==> src/rtl/servo_pkg.sv <==
// rtl/servo_pkg.sv - shared constants and state encoding for the servo command ramp
package servo_pkg;

  localparam int DEF_PERIOD_CNT = 20000;
  localparam int DEF_MIN_PW     = 500;
  localparam int DEF_MAX_PW     = 2500;
  localparam int DEF_CENTER_PW  = 1500;
  localparam int DEF_STEP_PW    = 10;
  localparam int MAX_DEG        = 180;
  localparam int DIV_W          = 20;
  // 12 bits hold any pulse width up to MAX_PW; angle_num[31:12] is tied low
  localparam int PW_W           = 12;

  typedef enum logic [1:0] {
    S_IDLE = 2'd0,
    S_CONV = 2'd1,
    S_RAMP = 2'd2
  } state_t;

endpackage

==> src/rtl/servo_div.sv <==
// rtl/servo_div.sv - unsigned restoring shift-subtract divider, done 20 cycles after start
module servo_div
  import servo_pkg::*;
(
  input  logic             clk_1m,
  input  logic             rst,
  input  logic             start,
  input  logic [DIV_W-1:0] dividend,
  input  logic [DIV_W-1:0] divisor,
  output logic             busy,
  output logic             done,
  output logic [DIV_W-1:0] quotient
);

  logic [DIV_W-1:0] rem, quo, src_rem, src_quo, nxt_rem, nxt_quo;
  logic [DIV_W:0]   trial;
  logic [4:0]       cnt;

  // The first iteration runs on the start edge itself so done lands exactly DIV_W cycles later
  always_comb begin
    src_rem = start ? '0 : rem;
    src_quo = start ? dividend : quo;
    trial   = {src_rem, src_quo[DIV_W-1]} - {1'b0, divisor};
    if (!trial[DIV_W]) nxt_rem = trial[DIV_W-1:0];
    else               nxt_rem = {src_rem[DIV_W-2:0], src_quo[DIV_W-1]};
    nxt_quo = {src_quo[DIV_W-2:0], ~trial[DIV_W]};
  end

  always_ff @(posedge clk_1m or posedge rst) begin
    if (rst) begin
      rem  <= '0;
      quo  <= '0;
      cnt  <= '0;
      busy <= 1'b0;
    end else if (start) begin
      rem  <= nxt_rem;
      quo  <= nxt_quo;
      cnt  <= 5'(DIV_W - 1);
      busy <= 1'b1;
    end else if (busy) begin
      if (cnt != '0) begin
        rem <= nxt_rem;
        quo <= nxt_quo;
        cnt <= cnt - 5'd1;
      end else begin
        busy <= 1'b0;
      end
    end
  end

  assign done     = busy && (cnt == '0);
  assign quotient = quo;

endmodule

==> src/rtl/servo_ramp.sv <==
// rtl/servo_ramp.sv - angle command to pulse width converter with per-frame slew limit
module servo_ramp
  import servo_pkg::*;
#(
  parameter int PERIOD_CNT = DEF_PERIOD_CNT,
  parameter int MIN_PW     = DEF_MIN_PW,
  parameter int MAX_PW     = DEF_MAX_PW,
  parameter int CENTER_PW  = DEF_CENTER_PW,
  parameter int STEP_PW    = DEF_STEP_PW
) (
  input  logic        clk_1m,
  input  logic        rst,
  input  logic [7:0]  angle_deg,
  input  logic        angle_valid,
  output logic        angle_ready,
  output logic [31:0] angle_num,
  output logic        at_target,
  output logic        frame_tick
);

  localparam int CW = (PERIOD_CNT > 2) ? $clog2(PERIOD_CNT) : 1;
  localparam logic signed [PW_W:0] STEP_S = (PW_W+1)'(STEP_PW);

  state_t            state, state_nxt;
  logic [CW-1:0]     frame_cnt;
  logic [PW_W-1:0]   pw, target, conv_pw;
  logic signed [PW_W:0] diff;
  logic              accept, near;
  logic [7:0]        deg_c;
  logic [DIV_W-1:0]  dividend, div_quo;
  logic              div_busy, div_done;

  // frame_tick is registered one count early so it is high while frame_cnt == PERIOD_CNT-1
  always_ff @(posedge clk_1m or posedge rst) begin
    if (rst) begin
      frame_cnt  <= '0;
      frame_tick <= 1'b0;
    end else begin
      frame_cnt  <= (frame_cnt == CW'(PERIOD_CNT - 1)) ? '0 : frame_cnt + 1'b1;
      frame_tick <= (frame_cnt == CW'(PERIOD_CNT - 2));
    end
  end

  assign angle_ready = (state != S_CONV) && !div_busy;
  assign accept      = angle_valid && angle_ready;
  assign deg_c       = (angle_deg > 8'(MAX_DEG)) ? 8'(MAX_DEG) : angle_deg;
  assign dividend    = DIV_W'(deg_c) * DIV_W'(MAX_PW - MIN_PW);
  assign conv_pw     = PW_W'(MIN_PW + int'(div_quo));

  servo_div u_div (
    .clk_1m   (clk_1m),
    .rst      (rst),
    .start    (accept),
    .dividend (dividend),
    .divisor  (DIV_W'(MAX_DEG)),
    .busy     (div_busy),
    .done     (div_done),
    .quotient (div_quo)
  );

  assign diff = $signed({1'b0, target}) - $signed({1'b0, pw});
  assign near = (diff <= STEP_S) && (diff >= -STEP_S);

  always_ff @(posedge clk_1m or posedge rst) begin
    if (rst) state <= S_IDLE;
    else     state <= state_nxt;
  end

  always_comb begin
    state_nxt = state;
    case (state)
      S_IDLE:  if (accept) state_nxt = S_CONV;
      S_CONV:  if (div_done) state_nxt = S_RAMP;
      S_RAMP: begin
        if (accept)                  state_nxt = S_CONV;
        else if (frame_tick && near) state_nxt = S_IDLE;
      end
      default: state_nxt = S_IDLE;
    endcase
  end

  // A command accepted on a tick cycle pre-empts that frame's step
  always_ff @(posedge clk_1m or posedge rst) begin
    if (rst) begin
      pw     <= PW_W'(CENTER_PW);
      target <= PW_W'(CENTER_PW);
    end else begin
      if (state == S_CONV && div_done) target <= conv_pw;
      if (state == S_RAMP && !accept && frame_tick) begin
        if (near)         pw <= target;
        else if (diff[PW_W]) pw <= pw - PW_W'(STEP_PW);
        else              pw <= pw + PW_W'(STEP_PW);
      end
    end
  end

  assign angle_num = {{(32-PW_W){1'b0}}, pw};
  assign at_target = (state == S_IDLE);

endmodule

==> config.mk <==
export PLATFORM = sky130hd
export DESIGN_NAME = servo_ramp
export DESIGN_NICKNAME = d
export VERILOG_FILES = /design/src/rtl/servo_pkg.sv /design/src/rtl/servo_div.sv /design/src/rtl/servo_ramp.sv
export SDC_FILE = /design/constraint.sdc
export NUM_CORES = 1
export LEC_CHECK = 0
export ABC_AREA = 0
export ABC_CLOCK_PERIOD_IN_PS = 11790
export CAP_MARGIN = 20
export CORE_UTILIZATION = 45
export DETAILED_ROUTE_END_ITERATION = 7
export PLACE_DENSITY_LB_ADDON = 0.3
export REMOVE_ABC_BUFFERS = 1
export SLEW_MARGIN = 10
export SYNTH_ARGS = -nofsm -noshare
export SYNTH_HDL_FRONTEND = slang
export SYNTH_SLANG_ARGS = --single-unit
==> constraint.sdc <==
create_clock -name clk_1m -period 11.79 [get_ports clk_1m]
set_input_delay 1.179 -clock clk_1m [delete_from_list [all_inputs] [get_ports clk_1m]]
set_output_delay 1.179 -clock clk_1m [all_outputs]
set_load 0.02 [all_outputs]
Word-level counts from Yosys, hierarchy flattened
Cells that the tools add are included.
{ "classes": {"n_mux": 24, "multipliers": 1, "reduce_logical": 17, "bitwise": 1, "magnitude_cmp": 3, "n_addsub": 7, "eq_ne": 8} }
{ "op_table": {"columns": ["cell", "n"], "rows": [
  ["two-way mux 20 bit", 9],
  ["equality test 15 bit, second input constant", 2],
  ["two-way mux 12 bit", 2],
  ["subtractor 21 x 8 -> 21 bit, second input constant", 1],
  ["adder 15 x 1 -> 15 bit, second input constant", 1],
  ["multiplier 8 x 7 -> 15 bit, second input constant", 1],
  ["two-way mux 15 bit", 1],
  ["two-way mux 5 bit", 3],
  ["greater-or-equal comparator 13 x 5 -> 1 bit, second input constant", 1],
  ["<= comparator 13 x 5 -> 1 bit, second input constant", 1],
  ["subtractor 12 x 12 -> 13 bit", 1],
  ["adder 12 x 4 -> 12 bit, second input constant", 1],
  ["adder 9 x 12 -> 12 bit, first input constant", 1],
  ["subtractor 12 x 4 -> 12 bit, second input constant", 1],
  ["greater-than comparator 8 bit, second input constant", 1],
  ["logical AND 1 bit", 8],
  ["two-way mux 2 bit", 4],
  ["two-way mux 8 bit", 1],
  ["one-hot mux 2 bit (3 select lines)", 1],
  ["logical NOT 5 bit", 1],
  ["nonzero test 5 bit", 1],
  ["subtractor 5 x 1 -> 5 bit, second input constant", 1],
  ["!= test 2 x 1 -> 1 bit, second input constant", 2],
  ["nonzero test 2 bit", 2],
  ["other kinds (10)", 13]
]} }
{ "totals": {"reg_bits": 88, "inputBits": 11} }

Depth between registers and ports, before layout
{ "logic_depth": {"word_depth": 9, "mapped_depth": 22} }

Cells and area by module
A second synthesis with hierarchy kept.
{ "hier_totals": {"hier_cells": 887, "hier_area_um2": 7870.0} }
{ "by_module_without_submodules": {"columns": ["mod", "cells_per_inst", "n_inst", "area_each_um2"], "rows": [
  ["servo_ramp", 494, 1, 4444.3],
  ["servo_div", 393, 1, 3425.8]
]} }

Worst setup path after synthesis
OpenSTA, ideal clock, no wires.
{ "synth_timing": {"kind": "input to register", "startpoint": "in angle_deg[1]", "endpoint": "reg u_div.quo[17] (netlist: u_div.quotient[17])", "slack_ns": 6.299, "required_ns": 11.708, "n_path_buf": 2, "stages": 21, "t_arrival_ns": 5.409, "path_cell_list": "clkbuf_1 > o21ai_0 > a21oi_1 > o21ai_0 > clkbuf_1 > nand2_1 > inv_1 > ha_1 > ha_1 > inv_1 > fa_1 > fa_1 > inv_1 > ha_1 > a21o_1 > a21o_1 > a31o_2 > a211oi_1 > xnor2_1 > nor2_1 > a31oi_1"} }
{ "synth_via": {"elab_chain_cells": 7} }
{ "synth_rtl": {"columns": ["element", "line", "text"], "rows": [
  ["from (decl)", "servo_ramp.sv:13", "input logic [7:0] angle_deg,"],
  ["greater-than comparator 8 bit", "servo_ramp.sv:46", "assign deg_c = (angle_deg > 8'(MAX_DEG)) ? 8'(MAX_DEG) : angle_deg;"],
  ["two-way mux 8 bit *", "servo_ramp.sv:46", null],
  ["multiplier 8 x 7 -> 15 bit *", "servo_ramp.sv:47", "assign dividend = DIV_W'(deg_c) * DIV_W'(MAX_PW - MIN_PW);"],
  ["two-way mux 20 bit *", "servo_div.sv:22", "src_quo = start ? dividend : quo;"],
  ["two-way mux 20 bit", "servo_div.sv:41", "if (cnt != '0) begin"],
  ["two-way mux 20 bit", "servo_div.sv:40", "end else if (busy) begin"],
  ["two-way mux 20 bit *", "servo_div.sv:35", "end else if (start) begin"],
  ["to (signal assigned)", "servo_div.sv:37", "quo <= nxt_quo;"],
  ["to (signal assigned)", "servo_div.sv:43", "quo <= nxt_quo;"],
  ["to (decl)", "servo_div.sv:15", "logic [DIV_W-1:0] rem, quo, src_rem, src_quo, nxt_rem, nxt_quo;"]
]} }
Mark *: on every way between the ends. The rest lies on a longest branch, timed or not. The select of a mux whose other input is x is not followed.
A chain may end at the register's enable or synchronous reset.

Worst setup path after layout
{ "layout_timing": {"startpoint": "in angle_deg[1]", "endpoint": "reg u_div.quo[16] (netlist: u_div.quotient[16])"} }
Same word-level chain as after synthesis.

==> out/qor.yml <==
power_and_ir_drop:
  leakage_nw: 3.48
  ir_worst_vdd_v: 0.000121
  p_per_area_mw_per_mm2: 208
sta:
  min_period_ns: 5.78
  slew_viol_final: 0
  fin_ws_ns: 6.01
  clock_skew_ns: 0.0111
  fin_setup_tns_ns: 0
  hold_viol: 0
  worst_pin_slew_ns: 0.836
  fmax_ghz: 0.173
  rsz0062_at_grt: "false"
  setup_viol: 0
  slew_headroom_pct: 43.5
  fin_crit_sh_pct: 49.0
cts:
  clk_pin_slew_ns: 0.06
  insertion_delay_ns: 0.35
  postCtsSetupBuffers: 0
  cts_buffer_depth: 2
  cts_tree: "yes"
  cts_buffers: 9
  cts-root-buf: "clkbuf_16"
  h-tree-depth: 3
  hold_buffers: 0
  post_cts_resized: 0
  clock_sinks: 88
routing:
  vias: 5513
  dr.pass1.iters: 4
  drt_iter0_markers: 230
  routed_via_density: 5.47
  wl_per_cell_um: 13.5
  ant_nets: 0
  routed_wl_um: 13600
  drc: 0
synthesis:
  yosys_warnings: 0
  ys_seq_area_share_pct: 31.6
  yosys.cell_types.count: 66
  ys_ff_latch: 88
  avgSynthCellArea_um2: 8.75
  mappedNetlistArea_mm2: 0.00702
  syn_inst: 802
  synthFlopType: "dfrtp_1"
  synthArstFlopShare_pct: 100
  synth_edf_count: 0
final_layout:
  fillers: 1449
  layout_common_cells: "nand2_1 (99), dfrtp_1 (74), ha_1 (62), inv_1 (60), nor2_1 (57)"
  synthToLayoutAreaGrowth_pct: 9.72
  final_cells: 1008
  antenna_cells: 0
  mostFrequentLayoutCell: "nand2_1"
  fin_nets: 908
  layout-drive-gt1-share_pct: 6.83
setup_path:
  cp_data_required_time_ns: 11.99
  r2r_start: "pw[4]$_DFFE_PP1P_"
  path_common_cell: "a21oi_1"
  arrival_ns: 5.99
  crit_path_end_kind: "register"
  crit_fanout: 10
  critPathCapture: "u_div.quotient[16]$_DFFE_PP0P_"
  r2r_cells: 15
  cpPeakStageDelay_ns: 0.53
  regToRegSetupSlack_ns: 7.60
  startpoint: "angle_deg[1]"
  critPathSlowestCell: "clkdlybuf4s50_1"
  crit_type: "in2reg"
  reg2reg_to: "pw[11]$_DFFE_PP0P_"
  start_kind: "primary input"
  crit_chain: "clkdlybuf4s50_1 > o21ai_0 > a21oi_1 > o21ai_0 > buf_2 > and2_1 > ha_1 > xor2_1 > ha_1 > inv_1 > fa_1 > fa_1 > inv_1 > ha_1 > a21oi_1 > o21bai_1 > a21oi_1 > o21bai_1 > a21oi_1 > xor2_1 > o21ai_0"
run:
  maxCapViolations: 0
floorplanning:
  core_region_area_mm2: 0.0152
  initial_core_util_pct: 46.2
  boundaryPins: 46
  die_area_mm2: 0.0161
  fp-row-count: 45
  die_height_um: 127
  die_w_um: 127
global_routing:
  gr-usage-all-layers_pct: 18.6
  antenna_found_initial: 0
  grt_pass1_vias: 5289
  grt_first_pass_wirelength_um: 24300
  grt_max_degree: 55
  grt-ovfl-total: 0
place:
  place_hpwl_um: 10000
  dp_worst_setup_slack_ns: 5.10
  dp.cells: 991
  gp_congestion: 0.819
  place.port_buffers: 25
min_path:
  min_path_type: "reg2reg"
status:
  status: "complete, no violations"
-- Yosys cell counts (all sizes together), types with 3 or more instances --
cell | n | area (um^2)
nand2 | 99 | 372
dfrtp | 74 | 1850
ha | 62 | 776
inv | 62 | 233
nor2 | 57 | 214
o21ai | 41 | 213
xnor2 | 36 | 315
a21oi | 34 | 170
buf | 26 | 175
o211ai | 26 | 195
clkbuf | 25 | 93.8
xor2 | 24 | 210
fa | 20 | 400
a31oi | 15 | 93.8
nor3 | 15 | 75.1
a211oi | 14 | 105
dfstp | 14 | 368
nand3 | 14 | 70.1
nand4 | 13 | 81.3
a21o | 11 | 82.6
nand2b | 11 | 68.8
or3 | 9 | 56.3
a22oi | 8 | 60.1
or2 | 8 | 50.1
and3 | 7 | 43.8
nor4 | 7 | 65.1
o22ai | 7 | 43.8
nor3b | 6 | 61.3
a211o | 5 | 43.8
nor2b | 5 | 31.3
or4 | 5 | 41.3
and2 | 4 | 25.0
mux2 | 4 | 45.0
o21a | 4 | 30.0
o31ai | 3 | 22.5
-- area by class of cell --
class	count	area [um^2]	area share [%]
Clock inverter	3	68.8	0.894
Clock buffer	13	250	3.25
Sequential cell	88	2220	28.8
Tap cell	188	235	3.05
Inverter	62	234	3.04
Timing Repair Buffer	33	308	4.00
Multi-Input combinational cell	621	4380	56.9
-- worst min-delay path by stage --
stage                                      start                     end  slack [ns]  cells past startpoint
after global placement    frame_cnt[0]$_DFF_PP0_  frame_cnt[0]$_DFF_PP0_        0.48                      1
after detailed placement  frame_cnt[0]$_DFF_PP0_  frame_cnt[0]$_DFF_PP0_        0.49                      1
after global routing       target[7]$_DFFE_PP1P_   target[7]$_DFFE_PP1P_        0.51                      2
final                     frame_cnt[0]$_DFF_PP0_  frame_cnt[0]$_DFF_PP0_        0.50                      1
after floorplan           frame_cnt[0]$_DFF_PP0_  frame_cnt[0]$_DFF_PP0_        0.45                      1
after CTS                 frame_cnt[0]$_DFF_PP0_  frame_cnt[0]$_DFF_PP0_        0.50                      1
-- critical path, delay by kind of cell --
family          cells  cell delay [ns]
buf+inv             4             0.88
fa+ha+maj           5             1.84
simple gates        1             0.21
xor+xnor            2             0.31
compound gates      9             1.55
-- sequential cells by signal, indices dropped and copies added (netlist names) --
name	flops
u_div.quotient	20
frame_tick	1
frame_cnt	15
pw	12
u_div.cnt	5
u_div.busy	1
target	12
state	2
u_div.rem	20
-- metrics by stage --
step | util (%) | power [W] | instance area (um^2) | hold WS (ns)
global route | 50.7 | 0.00177 | 7700 | 0.513
global placement | 48.5 | 0.00129 | 7380 | 0.480
CTS | 50.6 | 0.00162 | 7690 | 0.498
finish | 50.7 | 0.00161 | 7700 | 0.495
detailed placement | 48.5 | 0.00130 | 7380 | 0.489
floorplan | - | 0.00113 | 6820 | 0.454
-- power breakdown --
group / internal [W] / total (W) / leakage (nW) / switching, W
logic: 0.000348 / 0.000778 / 2.27 / 0.000431
registers: 0.000411 / 0.000517 / 1.05 / 0.000106
clock network: 0.000192 / 0.000310 / 0.154 / 0.000118
-- routing by layer --
layer | vias to the layer above | part of all wire, % | track usage [%] | routed length, um
li1 | 2792 | - | - | -
met1 | 2635 | 49 | 24.9 | 6650
met2 | 71 | 47 | 30.5 | 6390
met3 | 15 | 2.4 | 3.37 | 332
met4 | 0 | 1.8 | 5.95 | 250
met5 | - | 0 | 0 | 0
-- logic make-up (layout without fill, tap and decap cells) --
| kind of cell | after synthesis | after routing | synth area share, % |
|---|---|---|---|
| XOR/XNOR | 60 | 60 | 7.49 |
| AO/OA/AOI/OAI | 184 | 184 | 17.1 |
| AND/OR/NAND/NOR | 268 | 268 | 18.9 |
| multiplexers | 6 | 6 | 0.927 |
| buffers and inverters | 113 | 111 | 7.15 |
| adder cells (fa/ha/maj) | 82 | 82 | 16.8 |
| other | 1 | 21 | 0.0534 |
| flip-flops | 88 | 88 | 31.6 |
Note: power is estimated with default switching activity, not from simulation.
